$ cat src/rtl/cpu7_sched_pkg.sv
// Shared definitions for the CPU7 core scheduler: FSM states, code-word types
// and datapath widths.
package cpu7_sched_pkg;

    typedef enum logic [2:0] {
        S_SELECT,
        S_FETCH,
        S_DATA,
        S_DISPATCH,
        S_GUARD,
        S_WAIT
    } sched_state_t;

    localparam logic [1:0] W_INSTR = 2'b00;
    localparam logic [1:0] W_LIT   = 2'b01;
    localparam logic [1:0] W_YIELD = 2'b10;
    localparam logic [1:0] W_RSVD  = 2'b11;

    localparam int LIT_W  = 14;
    localparam int PUSH_W = 56;
    localparam int PCP_W  = 28;
    localparam int WORD_W = 16;

    function automatic logic [PUSH_W-1:0] lit_extend(input logic [LIT_W-1:0] lit);
        return {{(PUSH_W-LIT_W){1'b0}}, lit};
    endfunction

endpackage

$ cat src/rtl/core_sched_rr_pick.sv
// Combinational round-robin finder: first set request above 'last', wrapping
// around, with a valid flag when any request is set.
module rr_pick #(
    parameter  int CORES = 4,
    localparam int IW    = (CORES > 1) ? $clog2(CORES) : 1
) (
    input  logic [CORES-1:0] req,
    input  logic [IW-1:0]    last,
    output logic [IW-1:0]    next_idx,
    output logic             valid
);

    always_comb begin
        logic [IW-1:0] idx;
        next_idx = last;
        valid    = 1'b0;
        idx      = last;
        for (int k = 0; k < CORES; k++) begin
            idx = (idx == IW'(CORES-1)) ? '0 : idx + 1'b1;
            if (!valid && req[idx]) begin
                next_idx = idx;
                valid    = 1'b1;
            end
        end
    end

endmodule

$ cat src/rtl/core_sched.sv
// Round-robin fetch/dispatch scheduler for the CPU7 core array.
// Optional watchdog on the idle wait is enabled by defining CORE_SCHED_WATCHDOG_EN.
module core_sched
    import cpu7_sched_pkg::*;
#(
    parameter  int CORES   = 4,
    parameter  int QUANTUM = 8,
    localparam int IW      = (CORES > 1) ? $clog2(CORES) : 1
) (
    input  logic                  clk,
    input  logic                  rst_n,
    input  logic                  run,
    input  logic [CORES*28-1:0]   core_pcp,
    input  logic [CORES-1:0]      core_executing,
    input  logic [CORES-1:0]      core_idle,
    output logic [CORES-1:0]      core_en,
    output logic [27:0]           mem_addr,
    output logic                  mem_rd,
    input  logic [15:0]           mem_data,
    output logic [55:0]           push_value,
    output logic                  push_en,
    output logic [13:0]           instr,
    output logic                  instr_en,
    output logic                  pcp_step_en,
    output logic [IW-1:0]         cur_core,
    output logic                  busy,
    output logic                  fault
);

    localparam int QW = $clog2(QUANTUM + 1);

    sched_state_t        state_reg, state_next;
    logic [IW-1:0]       cur_reg, cur_next;
    logic [CORES-1:0]    en_reg, en_next;
    logic [QW-1:0]       qcnt_reg, qcnt_next;
    logic                mem_rd_reg, mem_rd_next;
    logic                push_en_reg, push_en_next;
    logic                instr_en_reg, instr_en_next;
    logic                step_reg, step_next;
    logic                yield_reg, yield_next;
    logic [PUSH_W-1:0]   push_value_reg, push_value_next;
    logic [LIT_W-1:0]    instr_reg, instr_next;

    logic [PCP_W-1:0]    pcp_arr [CORES];
    logic [CORES-1:0]    eligible;
    logic [CORES-1:0]    pick_onehot;
    logic [IW-1:0]       pick_idx;
    logic                pick_valid;
    logic                cur_idle;
    logic                cur_exec;
    logic                quantum_done;
    logic                wd_timeout;

    for (genvar gi = 0; gi < CORES; gi++) begin : g_core
        assign pcp_arr[gi]     = core_pcp[PCP_W*gi +: PCP_W];
        assign pick_onehot[gi] = (pick_idx == IW'(gi));
    end

    assign eligible     = {CORES{run}} & core_executing;
    assign cur_idle     = core_idle[cur_reg];
    assign cur_exec     = core_executing[cur_reg];
    assign quantum_done = (qcnt_reg >= QW'(QUANTUM));

    rr_pick #(.CORES(CORES)) u_rr_pick (
        .req      (eligible),
        .last     (cur_reg),
        .next_idx (pick_idx),
        .valid    (pick_valid)
    );

`ifdef CORE_SCHED_WATCHDOG_EN
    logic [5:0] wd_reg, wd_next;
    logic       fault_reg, fault_next;

    // Counts consecutive non-idle cycles in S_WAIT; the 63rd one trips.
    always_comb begin
        wd_timeout = (state_reg == S_WAIT) && !cur_idle && (wd_reg == 6'd62);
        wd_next    = ((state_reg == S_WAIT) && !cur_idle) ? wd_reg + 6'd1 : 6'd0;
        fault_next = fault_reg | wd_timeout;
    end

    always_ff @(posedge clk) begin
        if (!rst_n) begin
            wd_reg    <= '0;
            fault_reg <= 1'b0;
        end else begin
            wd_reg    <= wd_next;
            fault_reg <= fault_next;
        end
    end

    assign fault = fault_reg;
`else
    assign wd_timeout = 1'b0;
    assign fault      = 1'b0;
`endif

    always_comb begin
        state_next      = state_reg;
        cur_next        = cur_reg;
        en_next         = en_reg;
        qcnt_next       = qcnt_reg;
        mem_rd_next     = 1'b0;
        push_en_next    = 1'b0;
        instr_en_next   = 1'b0;
        step_next       = 1'b0;
        yield_next      = yield_reg;
        push_value_next = push_value_reg;
        instr_next      = instr_reg;

        case (state_reg)
            S_SELECT: begin
                en_next = '0;
                if (pick_valid) begin
                    cur_next    = pick_idx;
                    en_next     = pick_onehot;
                    qcnt_next   = '0;
                    mem_rd_next = 1'b1;
                    state_next  = S_FETCH;
                end
            end
            S_FETCH: state_next = S_DATA;
            S_DATA: begin
                // Decode here so the strobes are registered into S_DISPATCH.
                step_next  = 1'b1;
                yield_next = (mem_data[15:14] == W_YIELD);
                case (mem_data[15:14])
                    W_INSTR: begin
                        instr_next    = mem_data[LIT_W-1:0];
                        instr_en_next = 1'b1;
                    end
                    W_LIT: begin
                        push_value_next = lit_extend(mem_data[LIT_W-1:0]);
                        push_en_next    = 1'b1;
                    end
                    W_RSVD: begin
                        instr_next    = '0;
                        instr_en_next = 1'b1;
                    end
                    default: ;
                endcase
                state_next = S_DISPATCH;
            end
            S_DISPATCH: begin
                qcnt_next = qcnt_reg + 1'b1;
                if (yield_reg) begin
                    en_next    = '0;
                    state_next = S_SELECT;
                end else begin
                    state_next = S_GUARD;
                end
            end
            S_GUARD: state_next = S_WAIT;
            S_WAIT: begin
                if (cur_idle) begin
                    if (quantum_done || !run || !cur_exec) begin
                        en_next    = '0;
                        state_next = S_SELECT;
                    end else begin
                        mem_rd_next = 1'b1;
                        state_next  = S_FETCH;
                    end
                end else if (wd_timeout) begin
                    en_next    = '0;
                    state_next = S_SELECT;
                end
            end
            default: begin
                en_next    = '0;
                state_next = S_SELECT;
            end
        endcase
    end

    always_ff @(posedge clk) begin
        if (!rst_n) begin
            state_reg      <= S_SELECT;
            cur_reg        <= IW'(CORES-1);
            en_reg         <= '0;
            qcnt_reg       <= '0;
            mem_rd_reg     <= 1'b0;
            push_en_reg    <= 1'b0;
            instr_en_reg   <= 1'b0;
            step_reg       <= 1'b0;
            yield_reg      <= 1'b0;
            push_value_reg <= '0;
            instr_reg      <= '0;
        end else begin
            state_reg      <= state_next;
            cur_reg        <= cur_next;
            en_reg         <= en_next;
            qcnt_reg       <= qcnt_next;
            mem_rd_reg     <= mem_rd_next;
            push_en_reg    <= push_en_next;
            instr_en_reg   <= instr_en_next;
            step_reg       <= step_next;
            yield_reg      <= yield_next;
            push_value_reg <= push_value_next;
            instr_reg      <= instr_next;
        end
    end

    assign core_en     = en_reg;
    assign mem_addr    = pcp_arr[cur_reg];
    assign mem_rd      = mem_rd_reg;
    assign push_value  = push_value_reg;
    assign push_en     = push_en_reg;
    assign instr       = instr_reg;
    assign instr_en    = instr_en_reg;
    assign pcp_step_en = step_reg;
    assign cur_core    = cur_reg;
    assign busy        = (state_reg != S_SELECT);

endmodule
$ cat config.mk
export PLATFORM = sky130hd
export DESIGN_NAME = core_sched
export DESIGN_NICKNAME = d
export VERILOG_FILES = /design/src/rtl/cpu7_sched_pkg.sv /design/src/rtl/core_sched_rr_pick.sv /design/src/rtl/core_sched.sv
export SDC_FILE = /design/constraint.sdc
export NUM_CORES = 1
export LEC_CHECK = 0
export CAP_MARGIN = 20
export CORE_MARGIN = 2
export CORE_UTILIZATION = 30
export CTS_CLUSTER_SIZE = 24
export DETAILED_ROUTE_END_ITERATION = 6
export PLACE_DENSITY = 0.78
export SYNTH_ARGS = -nofsm -noshare
export SYNTH_HDL_FRONTEND = slang
export SYNTH_SLANG_ARGS = --single-unit
$ cat constraint.sdc
create_clock -name clk -period 3.3 [get_ports clk]
set_clock_uncertainty 0.15 [all_clocks]
set_input_delay 0.495 -clock clk [delete_from_list [all_inputs] [get_ports clk]]
set_output_delay 0.495 -clock clk [all_outputs]
set_load 0.005 [all_outputs]
* Word-level counts from Yosys, hierarchy flattened
Cells that the tools add are included.
** Storage, ports and cells
- Memories :: 0
- Bits in latches :: 0
- RAM bits :: 0
- Logic and storage cells :: 117
- Flip-flop bits (word level) :: 46
- Bits in read-only memories :: 0
- Output and inout port bits :: 110
** Operators by class
- $lt $le $gt $ge :: 7
- Add/subtract/negate cells :: 5
- Multipliers :: 0
- Bitwise operators :: 3
- Equality and inequality tests :: 19
- Div/mod/pow operators :: 0
- Multiplexer cells :: 47
- Shift-type cells :: 0
- Reduce and logical (&&, ||, !) cells :: 25
** Operators by type and width (count)
- $bmux W28 S2 :: 1
- $mux W28 :: 2
- $pmux W14 S2 :: 1
- $mux W4 :: 5
- $pmux W3 S6 :: 1
- $mux W1 :: 17
- $eq A2 B2 Y1 const B :: 8
- $mux W2 :: 8
- $pmux W4 S4 :: 1
- $lt A2 B3 Y1 const B :: 5
- $bmux W1 S2 :: 6
- $reduce_and A2 Y1 :: 6
- $mux W3 :: 3
- $add A2 B1 Y2 const B :: 4
- $ne A2 B2 Y1 const B :: 4
- $pmux W4 S2 :: 1
- $eq A3 B2 Y1 const B :: 2
- $eq A3 B3 Y1 const B :: 2
- $logic_not A1 Y1 :: 5
- $add A4 B1 Y4 const B :: 1
- $and A4 B4 Y4 :: 1
- $eq A2 B1 Y1 const B :: 2
- $ge A4 B4 Y1 const B :: 1
- $logic_not A2 Y1 :: 2
- other kinds (13) :: 17

* Depth between registers and ports, before layout
Gate-level depths: netlist of run 1.
- Word-level depth :: 17
- Gate-level depth with buffers :: 8
- Gate-level depth less buffers :: 7

* Hierarchy
From an unflattened synthesis of run 1, not the netlist that was laid out.
** Unflattened totals
- Cells, all modules :: 344
- Area total of the unflattened synthesis :: 3288.2 um^2
** By module, submodules not included
- core_sched :: area each 3051.7 um^2, cells an instance 312, seq. area each 920.9 um^2, times used 1
- rr_pick :: area each 236.5 um^2, cells an instance 32, seq. area each 0.0 um^2, times used 1

* Worst setup path before layout of run 1
OpenSTA, ideal clock, no wires.
- Kind :: register -> register
- From :: register cur_reg[0] (netlist: cur_core[0])
- To :: register en_reg[2] (netlist: core_en[2])
- Required time :: 3081 ps
- Cell stages (with the launch flop) :: 9
- Setup slack :: 751 ps
- Data arrival time :: 2330 ps
- Cells stage by stage :: dfxtp_1 ha_1 buf_6 o21a_1 or3_4 or4b_1 o211a_2 or3_1 o21ai_1
** On the way
- Cells in the longest elaborated chain, start to end :: 17
** Ends and longest elaborated chain
- start: declaration :: RTL line core_sched.sv:33 : logic [IW-1:0] cur_reg, cur_next;
- start signal: assignment :: RTL line core_sched.sv:178 : cur_reg <= IW'(CORES-1);
- start signal: assignment :: RTL line core_sched.sv:190 : cur_reg <= cur_next;
- branches (longest 17 deep; another with $add A2 B1 Y2)
- end signal: assignment :: RTL line core_sched.sv:191 : en_reg <= en_next;
- end: declaration :: RTL line core_sched.sv:34 : logic [CORES-1:0] en_reg, en_next;
Parallel ways; which one is timed is not known. The select of a mux whose other input is x is not followed.
A chain may end at the register's enable or synchronous reset.

* Worst setup path in the final report of run 1
- From :: input core_executing[2]
- To :: register en_reg[2] (netlist: core_en[2])
** On the way
- Cells in the longest elaborated chain, start to end :: 16
** Ends and longest elaborated chain
- start: declaration :: RTL line core_sched.sv:14 : input logic [CORES-1:0] core_executing,
- $and A4 B4 Y4 :: RTL line core_sched.sv:59 : assign eligible = {CORES{run}} & core_executing;
- $bmux W1 S2 :: RTL line core_sched_rr_pick.sv:20 : if (!valid && req[idx]) begin
- $mux W1 (implied by the code) :: RTL line core_sched_rr_pick.sv:20
- $mux W1 :: RTL line core_sched_rr_pick.sv:20
- $logic_not A1 Y1 :: RTL line core_sched_rr_pick.sv:20
- $logic_and A1 B1 Y1 :: RTL line core_sched_rr_pick.sv:20
- $mux W1 :: RTL line core_sched_rr_pick.sv:20
- $logic_not A1 Y1 :: RTL line core_sched_rr_pick.sv:20
- $logic_and A1 B1 Y1 :: RTL line core_sched_rr_pick.sv:20
- $mux W1 :: RTL line core_sched_rr_pick.sv:20
- $logic_not A1 Y1 :: RTL line core_sched_rr_pick.sv:20
- $logic_and A1 B1 Y1 :: RTL line core_sched_rr_pick.sv:20
- $mux W2 :: RTL line core_sched_rr_pick.sv:20
- $eq A2 B2 Y1 :: RTL line core_sched.sv:56 : assign pick_onehot[gi] = (pick_idx == IW'(gi));
- $mux W4 :: RTL line core_sched.sv:114 : if (pick_valid) begin
- $pmux W4 S4 :: RTL line core_sched.sv:111 : case (state_reg)
Parallel ways exist; a longest one is shown, timed or not. The select of a mux whose other input is x is not followed.

==> summary.md, run 1 <==
| Metric | Value |
|---|---|
| Status | `finished clean` |
| Largest net degree at the start of global routing | `43` |
| Hold Crit Depth | `2` |
| Pwr/cell area | `350 mW/mm2` |
| Data required, critical path | `3.39 ns` |
| Placed insts | `693` |
| Final Hold Vio Count | `0` |
| DIE HEIGHT | `109 um` |
| Vias | `3438` |
| Wire length per cell | `17.7 um` |
| Worst vdd ir | `0.000310 V` |
| CP Max Fanout | `6` |
| Slew headroom | `41.2%` |
| Fraction of layout cells with a size suffix above 1 | `10.5%` |
| Filler cell count | `1013` |
| Final Setup Violations | `0` |
| Synthesized netlist cell count | `365` |
| Number of synthesized flops with an enable pin | `0` |
| Post-synth cell types | `55` |
| Die width | `109 um` |
| First-pass GRT wire length | `18000 um` |
| Layout area overhead | `65.2%` |
| Detailed Routing Iterations Pass 1 | `5` |
| Placed instance area | `0.00533 mm2` |
| Worst hold-check path type | `reg -> reg` |
| Commonest non-fill, non-tap cell in the layout | `clkdlybuf4s50_1` |
| CTS H-tree lvls | `2` |
| Placeable Area | `0.0108 mm2` |
| RSZ-0062 raised after global routing | `no` |
| Min Tclk post-route | `2.72 ns` |
| Reg-to-Reg Start | `cur_core[0]$_SDFFE_PN1P_` |
| Post-CTS Setup Inserts | `0` |
| Register area | `922 um2` |
| Area of the multi-input gates | `0.00205 mm2` |
| Critical Path Source Type | `input pin` |
| Total of max-cap violations | `0` |
| Worst Setup End Kind | `register` |
| Tcrit/Tclk final | `82.3%` |
| Tot GR Track Use | `20.0%` |
| # resized after CTS | `0` |
| CTS Buffer Depth | `2` |
| Worst Path Arrival | `2.81 ns` |
| Ys Warns | `0` |
| Post-Route Setup TNS | `0 ns` |
| Clk_lat worst skew | `0.30 ns` |
| Commonest cells after routing, fill and taps aside | `clkdlybuf4s50_1 (205), nand2_1 (45), dfxtp_1 (45), conb_1 (43), a21oi_1 (34)` |
| Worst Tran Pin Value | `0.880 ns` |
| Drt via density | `4.90` |
| Hold Crit Endpoint | `push_value[6]$_SDFFE_PN0P_` |
| Clk root buf | `clkbuf_8` |
| Synthesized area | `0.00329 mm2` |
| Slew Limit Fails | `0` |
| Number of global-route vias before repair | `3279` |
| CP Class | `in -> reg` |
| PortBufs | `205` |
| Yosys reg bits | `46` |
| Gr ovfl total | `0` |
| HPWL after detailed placement | `10200 um` |
| Leak | `0.00202 uW` |
| Reg2reg path depth | `7` |
| Cts hold-fix bufs | `0` |
| RePlAce Congestion | `0.927` |
| Antenna violations before repair | `1` |
| Flop2flop setup slack | `0.62 ns` |
| Design area | `0.00544 mm2` |
| Area of the die | `0.0118 mm2` |
| DRC viols | `0` |
| Post-synth ARST share | `0%` |
| Sequential area share after synthesis | `28.0%` |
| Worst R2R End | `core_en[2]$_SDFFE_PN0P_` |
| Mean post-synth cell area | `9.02 um2` |
| Initial core utilization | `30.5%` |
| Fmax | `0.368 GHz` |
| I/O pins | `249` |
| Number of nets in the layout | `705` |
| Antenna-violating nets left | `0` |
| Total wire length | `12400 um` |
| Rows | `38` |
| Clk sink count | `46` |
| Final std cells w/o fill | `702` |
| CTS tree | `yes` |
| CTS Buf Count | `5` |
| Clock-pin transition on the worst setup and hold timing paths | `0.09 ns` |
| Initial drt markers | `251` |
| Main synth FF type | `dfxtp_1` |
| Hold_sp | `push_value[6]$_SDFFE_PN0P_` |
## power breakdown
group	internal, uW	switching (uW)	total (uW)
logic	540	368	908
clock network	192	187	379
registers	589	29.7	619
total	1320	585	1910
## Yosys cell counts (2+ instances only)
master | n | area, um2
dfxtp_1 | 46 | 921
nand2_1 | 45 | 169
buf_4 | 43 | 323
a21oi_1 | 34 | 170
mux4_2 | 29 | 653
nor2_1 | 27 | 101
clkbuf_1 | 21 | 78.8
nor3b_1 | 15 | 113
inv_1 | 10 | 37.5
nand3_1 | 10 | 50.1
ha_1 | 6 | 75.1
nor3_1 | 6 | 30.0
o21ai_0 | 6 | 30.0
a31oi_1 | 3 | 18.8
a32o_1 | 3 | 30.0
and2_1 | 3 | 18.8
buf_2 | 3 | 15.0
mux2_2 | 3 | 33.8
nand4_1 | 3 | 18.8
nor2b_1 | 3 | 18.8
o211ai_1 | 3 | 22.5
or3_1 | 3 | 18.8
buf_6 | 2 | 22.5
nor4_1 | 2 | 12.5
o21a_1 | 2 | 15.0
o21ai_1 | 2 | 10.0
o31a_1 | 2 | 17.5
o31ai_1 | 2 | 15.0
or2_2 | 2 | 12.5
## worst max-delay path: stages
cell	delay, ns
clkdlybuf4s50_1	0.57
nor3b_1	0.38
nor3_1	0.13
or4b_1	0.53
o211a_2	0.18
or3_1	0.38
o21ai_1	0.14
## worst max-delay path by stage
stage                                   from                       to  slack (ns)  cells past startpoint
global placement           core_executing[2]  core_en[2]$_SDFFE_PN0P_        0.34                      7
detailed placement         core_executing[2]  core_en[2]$_SDFFE_PN0P_        0.30                      7
CTS                 cur_core[0]$_SDFFE_PN1P_              mem_addr[1]        0.58                      3
global route               core_executing[2]  core_en[2]$_SDFFE_PN0P_        0.42                      7
finish                     core_executing[2]  core_en[2]$_SDFFE_PN0P_        0.58                      7
floorplan           cur_core[0]$_SDFFE_PN1P_  core_en[2]$_SDFFE_PN0P_        0.75                      8
## layout make-up
cell class              instances  area share [%]
repair buffers                216            39.5
multi-input cells             281            37.7
flip-flops and latches         46            17.0
well taps                     140            3.22
clock buffers                   7            1.77
inverters                      10           0.690
clock inverters                 1           0.161
diodes                          1          0.0460
## layer usage
metal	up-vias	part of all wire [%]	wire length, um	GRT usage (%)
met5	-	0	0	0
met2	172	51	6390	36.8
li1	1626	-	-	-
met1	1628	38	4670	23.2
met3	12	10	1260	5.26
met4	0	0.92	114	4.12
## cells by family after synthesis
group                      after synthesis  synth area share (%)
other                                    1                 0.114
and+or+nand+nor                        127                  19.3
buffers and inverters                   80                  14.6
muxes                                   34                  22.0
AOI/OAI and AO/OA                       69                  13.3
DFF                                     46                  28.0
xor gates and xnor gates                 2                 0.532
adders and majority gates                6                  2.28
## metrics by stage
stage	util [%]	hold WS, ns	power (uW)	worst slack, ns
2_1_floorplan	-	0.298	1100	0.751
3_3_place_gp	49.4	0.292	1530	0.337
3_5_place_dp	49.4	0.300	1540	0.303
4_1_cts	50.4	0.312	1920	0.582
5_1_grt	50.4	0.333	2020	0.419
6_report	50.4	0.310	1910	0.583
Note: power is estimated with default switching activity, not from simulation.
==> run 2, diff against run 1 <==
--- a/config.mk
+++ b/config.mk
@@ -10,7 +10,7 @@
 export CORE_UTILIZATION = 30
 export CTS_CLUSTER_SIZE = 24
 export DETAILED_ROUTE_END_ITERATION = 6
-export PLACE_DENSITY = 0.78
+export PLACE_DENSITY = 0.81
 export SYNTH_ARGS = -nofsm -noshare
 export SYNTH_HDL_FRONTEND = slang
 export SYNTH_SLANG_ARGS = --single-unit
==> constraint.sdc (replaced) <==
create_clock -name clk -period 2.3 [get_ports clk]
set_clock_uncertainty 0.15 [all_clocks]
set_input_delay 0.345 -clock clk [delete_from_list [all_inputs] [get_ports clk]]
set_output_delay 0.345 -clock clk [all_outputs]
set_load 0.005 [all_outputs]
==> run 2 against run 1 <==
The run now ends with setup timing left. Design area up 6.9%. Core utilization up 3.5 points. Largest cell class unchanged. Critical path depth is the same.
==> summary.md, run 2 (synthesized netlist as in run 1, its figures left out) <==
| Metric | Value |
|---|---|
| Flop2flop setup slack | `-0.14 ns` |
| CTS tree | `yes` |
| Slew Limit Fails | `0` |
| Initial drt markers | `168` |
| Total of max-cap violations | `0` |
| CTS H-tree lvls | `2` |
| I/O pins | `249` |
| DRC viols | `0` |
| Finished Core Util | `53.9%` |
| Placeable Area | `0.0108 mm2` |
| Min Tclk post-route | `2.44 ns` |
| Clk sink count | `46` |
| CP Max Fanout | `4` |
| Antenna violations before repair | `0` |
| HPWL after detailed placement | `10300 um` |
| PortBufs | `205` |
| Reg-to-Reg Start | `cur_core[0]$_SDFFE_PN1P_` |
| Data required, critical path | `2.38 ns` |
| Vias | `3546` |
| CTS Buffer Depth | `2` |
| Die width | `109 um` |
| Wire length per cell | `17.2 um` |
| Rows | `38` |
| Worst path top cell family by delay | `compound AO/OA/AOI/OAI gates` |
| Largest net degree at the start of global routing | `35` |
| Design area | `0.00581 mm2` |
| Cts hold-fix bufs | `0` |
| Leak | `0.00228 uW` |
| CP Buf/Inv Count | `0` |
| Failing checks | `setup timing` |
| Clock-pin transition on the worst setup and hold timing paths | `0.08 ns` |
| Slew headroom | `52.0%` |
| Layout area overhead | `76.6%` |
| First-pass GRT wire length | `18300 um` |
| Hold_sp | `push_value[6]$_SDFFE_PN0P_` |
| Clk_lat worst skew | `0.29 ns` |
| CP Depth | `7` |
| Status | `finished, violations left` |
| Critical Path Source Type | `register` |
| Number of antenna cells inserted | `0` |
| Tcrit/Tclk final | `106%` |
| RePlAce Congestion | `0.863` |
| Worst Setup End Kind | `register` |
| Commonest non-fill, non-tap cell in the layout | `clkdlybuf4s50_1` |
| CTS Buf Count | `5` |
| Pwr/cell area | `496 mW/mm2` |
| Worst R2R End | `core_en[0]$_SDFFE_PN0P_` |
| Critical-path top delay cell | `a222oi_1` |
| Reg2reg path depth | `7` |
| Crit-path cells | `ha_4 > mux2_4 > a31o_2 > a222oi_1 > a211oi_2 > or3_1 > o21ai_1` |
| Post-Place Setup Slack | `-0.459 ns` |
| Worst vdd ir | `0.000385 V` |
| Area of the die | `0.0118 mm2` |
| Worst Tran Pin Value | `0.720 ns` |
| Worst setup margin | `-0.138 ns` |
| Slowest Stage Delay on Critical Path | `0.43 ns` |
| Worst setup path startpoint | `cur_core[0]$_SDFFE_PN1P_` |
| Final Setup Violations | `6` |
| Worst hold-check path type | `reg -> reg` |
| Commonest cells after routing, fill and taps aside | `clkdlybuf4s50_1 (177), nand2_1 (45), dfxtp_1 (44), conb_1 (43), buf_4 (37)` |
| Final Hold Vio Count | `0` |
| RSZ-0062 raised after global routing | `yes` |
| Fraction of layout cells with a size suffix above 1 | `22.0%` |
| Number of global-route vias before repair | `3497` |
| Initial core utilization | `30.5%` |
| Detailed Routing Iterations Pass 1 | `4` |
| Crit path to | `core_en[0]$_SDFFE_PN0P_` |
| Tot GR Track Use | `19.8%` |
| Gr ovfl total | `0` |
| Number of nets in the layout | `744` |
| CP Class | `reg -> reg` |
| DIE HEIGHT | `109 um` |
| Total Power | `2880 uW` |
| Drt via density | `4.79` |
| Clk root buf | `clkbuf_8` |
| Fmax | `0.410 GHz` |
| Placed instance area | `0.00557 mm2` |
| Worst Path Arrival | `2.52 ns` |
| Total wire length | `12800 um` |
| Antenna-violating nets left | `0` |
-- run 2: routing by layer --
layer,vias to the layer above,wire length [um],global-route usage [%]
met3,14,1310,5.86
met1,1659,4920,22.8
met2,166,6360,36.4
met5,-,0,0
met4,0,159,4.03
li1,1707,-,-
-- run 2: worst reg2reg max path, delay by kind of cell (launching register included) --
family / cells / cell delay [ns]
compound gates: 4 / 0.92
flops: 1 / 0.37
simple gates: 1 / 0.36
fa+ha+maj: 1 / 0.29
mux: 1 / 0.29
-- run 2: worst min-delay path by stage --
stage	cells past startpoint	slack, ns	endpoint
6_report	2	0.30	push_value[6]$_SDFFE_PN0P_
3_3_place_gp	2	0.29	push_value[4]$_SDFFE_PN0P_
5_1_grt	2	0.34	push_value[6]$_SDFFE_PN0P_
4_1_cts	2	0.31	push_value[6]$_SDFFE_PN0P_
2_1_floorplan	1	0.27	cur_core[0]$_SDFFE_PN1P_
3_5_place_dp	2	0.30	push_value[6]$_SDFFE_PN0P_
-- run 2: what timing repair did --
item                                    4_1_cts  5_1_grt
resized for setup                            66       49
endpoints found under the setup margin       39       31
buffers inserted                              7        5
pin swaps                                     9        3
gates cloned                                  1        0
-- run 2: per-stage QoR --
stage                     setup TNS (ns)  hold slack (ns)  cells
final                             -0.555            0.304    740
after global placement             -3.63            0.291    720
after floorplan                   -0.207            0.270    407
after detailed placement           -3.67            0.296    720
after global routing               -1.07            0.336    740
after CTS                         -0.434            0.307    735
-- run 2: area by class of cell --
type,instances,area [um2]
sequential,46,926
tap,140,175
fill,956,4980
timing repair buffer,255,2440
inverter,10,37.5
clock inverter,1,5.00
clock buffer,7,86.3
multi-input combinational,281,2150
-- run 2: power breakdown --
group	internal [uW]	total [uW]	leakage, uW	switching, uW
clock network	243	497	0.0000482	255
logic	893	1490	0.00186	602
registers	846	893	0.000372	47.0
total	1980	2880	0.00228	904
